File: config.mk
export PLATFORM = sky130hd
export DESIGN_NAME = mem_port_arbiter
export DESIGN_NICKNAME = d
export VERILOG_FILES = /design/src/rtl/cpu_defs.sv /design/src/rtl/rr_pick2.sv /design/src/rtl/mem_port_arbiter.sv
export SDC_FILE = /design/constraint.sdc
export NUM_CORES = 1
export LEC_CHECK = 0
export ABC_AREA = 1
export CORE_MARGIN = 1.5
export CORE_UTILIZATION = 33
export CTS_BUF_LIST = sky130_fd_sc_hd__clkbuf_8
export DETAILED_ROUTE_END_ITERATION = 10
export PLACE_DENSITY = 0.95
export REMOVE_ABC_BUFFERS = 1
export SYNTH_ARGS = -nofsm -noshare
export SYNTH_HDL_FRONTEND = slang
export SYNTH_SLANG_ARGS = --single-unit
File: constraint.sdc
create_clock -name clk -period 2.02 [get_ports clk]
set_input_delay 0.404 -clock clk [delete_from_list [all_inputs] [get_ports clk]]
set_output_delay 0.404 -clock clk [all_outputs]
set_load 0.01 [all_outputs]
File: src/rtl/cpu_defs.sv
// Shared definitions for the memory port arbiter: FSM state encoding and
// requester IDs. Requester IDs equal the address/wdata mux select value, so a
// registered grant can drive sel directly.
package cpu_defs;

  typedef enum logic {
    ST_IDLE = 1'b0,
    ST_XFER = 1'b1
  } state_e;

  localparam logic REQ_A = 1'b1;
  localparam logic REQ_B = 1'b0;

endpackage

File: src/rtl/rr_pick2.sv
// Two-way round-robin pick. On a tie the requester that did not win last
// time gets the port; a lone requester always wins.
module rr_pick2
  import cpu_defs::*;
(
  input  logic req_a,
  input  logic req_b,
  input  logic last,
  output logic gnt,
  output logic valid
);

  // Select the winner among the active requests.
  always_comb begin
    valid = req_a | req_b;
    gnt   = REQ_B;
    if (req_a && req_b) begin
      gnt = ~last;
    end else if (req_a) begin
      gnt = REQ_A;
    end
  end

endmodule

File: src/rtl/mem_port_arbiter.sv
// Shares one 32-bit memory port between an instruction-side requester (A)
// and a data-side requester (B). The grant is held until the memory acks or
// the transfer times out.
//
// state   | meaning
// --------+-------------------------------------------------------------
// ST_IDLE | port free; arbitrate among pending requests
// ST_XFER | port owned by grant_q; waiting for mem_ack or the timeout
module mem_port_arbiter
  import cpu_defs::*;
#(
  parameter int unsigned TIMEOUT = 16,
  parameter int unsigned CNT_W   = 8
) (
  input  logic        clk,
  input  logic        reset,
  input  logic        req_a,
  input  logic        we_a,
  input  logic        req_b,
  input  logic        we_b,
  output logic        sel,
  output logic        mem_req,
  output logic        mem_we,
  input  logic        mem_ack,
  input  logic [31:0] mem_rdata,
  output logic        ack_a,
  output logic        ack_b,
  output logic        err_a,
  output logic        err_b,
  output logic [31:0] rdata_a,
  output logic [31:0] rdata_b,
  output logic        busy
);

  // Count value on the last cycle a transfer may wait before it is dropped.
  localparam logic [CNT_W-1:0] CNT_LAST = CNT_W'(TIMEOUT - 1);

  state_e           state_q, state_d;
  logic             grant_q, grant_d;
  logic             last_q,  last_d;
  logic [CNT_W-1:0] cnt_q,   cnt_d;

  logic pick_gnt;
  logic pick_valid;
  logic timeout_hit;
  logic xfer_done_ack;
  logic xfer_done_err;

  rr_pick2 u_pick (
    .req_a (req_a),
    .req_b (req_b),
    .last  (last_q),
    .gnt   (pick_gnt),
    .valid (pick_valid)
  );

  // Both requesters see the raw memory read data; it is only meaningful in
  // the cycle their ack is high.
  assign rdata_a = mem_rdata;
  assign rdata_b = mem_rdata;

  // Timeout compare; a zero TIMEOUT disables it entirely.
  always_comb begin
    timeout_hit = 1'b0;
    if (TIMEOUT != 0) begin
      timeout_hit = (cnt_q == CNT_LAST);
    end
  end

  // Next-state, counter and output decode.
  always_comb begin
    state_d       = state_q;
    grant_d       = grant_q;
    last_d        = last_q;
    cnt_d         = cnt_q;
    sel           = 1'b0;
    mem_req       = 1'b0;
    mem_we        = 1'b0;
    busy          = 1'b0;
    xfer_done_ack = 1'b0;
    xfer_done_err = 1'b0;

    unique case (state_q)
      ST_IDLE: begin
        if (pick_valid) begin
          state_d = ST_XFER;
          grant_d = pick_gnt;
          last_d  = pick_gnt;
          cnt_d   = '0;
        end
      end
      ST_XFER: begin
        busy    = 1'b1;
        mem_req = 1'b1;
        sel     = (grant_q == REQ_A);
        mem_we  = (grant_q == REQ_A) ? we_a : we_b;
        if (mem_ack) begin
          // Ack has priority over a coincident timeout.
          xfer_done_ack = 1'b1;
          state_d       = ST_IDLE;
        end else if (timeout_hit) begin
          xfer_done_err = 1'b1;
          state_d       = ST_IDLE;
        end else begin
          cnt_d = cnt_q + CNT_W'(1);
        end
      end
      default: begin
        state_d = ST_IDLE;
      end
    endcase
  end

  // Completion strobes routed to the owner. A transfer cut short by reset
  // reports neither ack nor err, so the strobes are masked while reset is low.
  always_comb begin
    ack_a = reset & xfer_done_ack & (grant_q == REQ_A);
    ack_b = reset & xfer_done_ack & (grant_q == REQ_B);
    err_a = reset & xfer_done_err & (grant_q == REQ_A);
    err_b = reset & xfer_done_err & (grant_q == REQ_B);
  end

  // State registers with synchronous active-low reset; last starts at B so
  // the first tie after reset goes to A.
  always_ff @(posedge clk) begin
    if (!reset) begin
      state_q <= ST_IDLE;
      grant_q <= REQ_B;
      last_q  <= REQ_B;
      cnt_q   <= '0;
    end else begin
      state_q <= state_d;
      grant_q <= grant_d;
      last_q  <= last_d;
      cnt_q   <= cnt_d;
    end
  end

endmodule

==> metrics.txt <==
DIE HEIGHT=61.4 um; post-synthesis cell type count=19; DP Worst Slack=-0.152 ns; clk_lat worst skew=0.24 ns; most frequent cells in the layout=nand2_1 (32), nor2_1 (14), inv_1 (12); synthesized flop and latch total=10; clock buffer depth=2; global route overflow=0; CORE AREA=3310 um^2; DRT Pass-1 Iters=4; Area contributors post-synth=buf_4 (43%), dfxtp_1 (18%), nand2_1 (11%); WHS Path Cells=2; Critical path origin=cnt_q[0]$_SDFFE_PN0P_; Remaining DRCs=0; Hold WS=0.479 ns; H-tree levels=1; Max Transition Viols Final=0; Worst VDD drop=0.249 mV; post-route minimum period=1.93 ns; Max Freq=518 MHz; global-route wire length before repair=6020 um; fin nets=170; final setup margin=0.0880 ns; commonest non-fill, non-tap cell in the layout=nand2_1; Worst Setup Path Type=register to primary output; CP Max Fanout=3; Worst-Margin Slew=0.337 ns; P_leak=0.000433 uW; Avg Inst Size Synth=6.74 um^2; Boundary Pins=111; clk slew on worst S/H paths=0.05 ns; CTS buffer count=3; CP startpoint kind=register; Crit path arrival time=1.53 ns; First DRT Iteration DRCs=20; largest net degree at the start of global routing=9; clock root buffer=clkbuf_8; multi-input logic area=389 um^2; Reg area=200 um^2; Initial Util=0.340; worst hold path class=register to register; initial antenna violation count=0; sequential element share of the synthesized area=0.178; floorplan row count=21; Final Wtd Congestion=0.969; cell area after synthesis=1120 um^2; DR vias/cell=4.93; Area Growth Syn to Fin=-15.8%; Routed WL=4440 um; hold_sp=cnt_q[6]$_SDFFE_PN0P_; WP data required=1.62 ns; R2R Path Start=cnt_q[0]$_SDFFE_PN0P_; post-synth top area cell=buf_4; clock sinks=10; fill count=387; Relative slew margins=0.775; max_cap viols=0; Final Hold Viols=0; Fin Setup TNS=0 ns; vias in the first global route=835; kind of end point of the critical path=primary output; layout cells sized above 1=0.148; PD cells=557 nW/um^2; WL/cell=25.5 um; number of antenna diodes=0; port buffer count=14; DRT antenna net count=0; CTS tree=yes; Synth Instances=167; Total GRT Usage=0.251; status=finished, final reports clean; clock skew=0.00551 ns; via count=857; fin util=0.286; die area=3770 um^2; Tcrit/Tclk final=0.956; DIE WIDTH=61.4 um; RSZ-0062 raised after global routing=false; R2R cell count=7; Final setup viols=0; top cell type's share of synthesized area=0.434; total power=527 uW; Ys Warns=0; hpwl dp=3830 um
worst paths after layout:
kind / endpoint / slack [ns]
max: err_a / 0.09
min: cnt_q[6]$_SDFFE_PN0P_ / 0.48
max reg2reg: cnt_q[1]$_SDFFE_PN0P_ / 0.64
min reg2reg: cnt_q[6]$_SDFFE_PN0P_ / 0.48
stage by stage:
| stage | area [um^2] | std cells |
|---|---|---|
| 2_1_floorplan | 632 | 101 |
| 3_5_place_dp | 897 | 170 |
| 5_1_grt | 947 | 174 |
| 3_3_place_gp | 897 | 170 |
| 4_1_cts | 936 | 173 |
| 6_report | 947 | 174 |
cell type report:
cell class                      count  share of cell area
Clock buffer                        3              0.0436
Inverter                           12              0.0476
Timing Repair Buffer               24               0.226
Multi-Input combinational cell     79               0.411
Tap cell                           46              0.0608
Sequential cell                    10               0.211
timing repair:
item	in CTS	in global routing
endpoints found under the setup margin	4	3
buffers inserted	0	1
pin swaps	0	1
hold buffers	0	0
resized for setup	5	2
endpoints found under the hold margin	0	0
flip-flops by register name, summed over array words and instances (netlist names):
signal,count
cnt_q,8
last_q,1
state_q,1
per-layer routing:
metal / wire length, um / vias up / track usage / share of wire
met5: 0 / - / 0.0714 / 0
li1: - / 387 / - / -
met4: 238 / 0 / 0.146 / 0.054
met3: 1150 / 20 / 0.263 / 0.26
met2: 1870 / 97 / 0.381 / 0.42
met1: 1180 / 353 / 0.195 / 0.27
cell usage after synthesis:
cell,count
a21oi_1,7
buf_4,65
clkbuf_2,1
dfxtp_1,10
ha_1,1
inv_1,12
nand2_1,32
nand2_4,1
nand3_1,10
nand3_2,1
nand3b_1,1
nand4_1,2
nor2_1,15
nor2_4,1
nor3_1,4
o21ai_0,1
o21ai_2,1
o21bai_1,1
o21bai_4,1
logic make-up (layout without fill, tap and decap cells):
kind of cell | count (synthesis) | after routing | share of synthesized area
compound gates | 11 | 11 | 0.0667
fa+ha+maj | 1 | 1 | 0.0111
buf+inv | 78 | 39 | 0.478
flops | 10 | 10 | 0.178
simple gates | 67 | 67 | 0.266
worst max-delay path, stage by stage, from the launching register on:
cell and delay [ns]:
dfxtp_1 0.33, ha_1 0.20, nand3_2 0.15, nor2_2 0.13, nand4_1 0.11, nor2_1 0.10, dlygate4sd2_1 0.27
report_power, final:
group | internal, uW | switching, uW | leakage [uW]
Combinational | 45.6 | 52.6 | 0.000330
Sequential | 205 | 8.28 | 0.0000814
Clock | 131 | 84.7 | 0.0000216
Note: power is estimated with default switching activity, not from simulation.
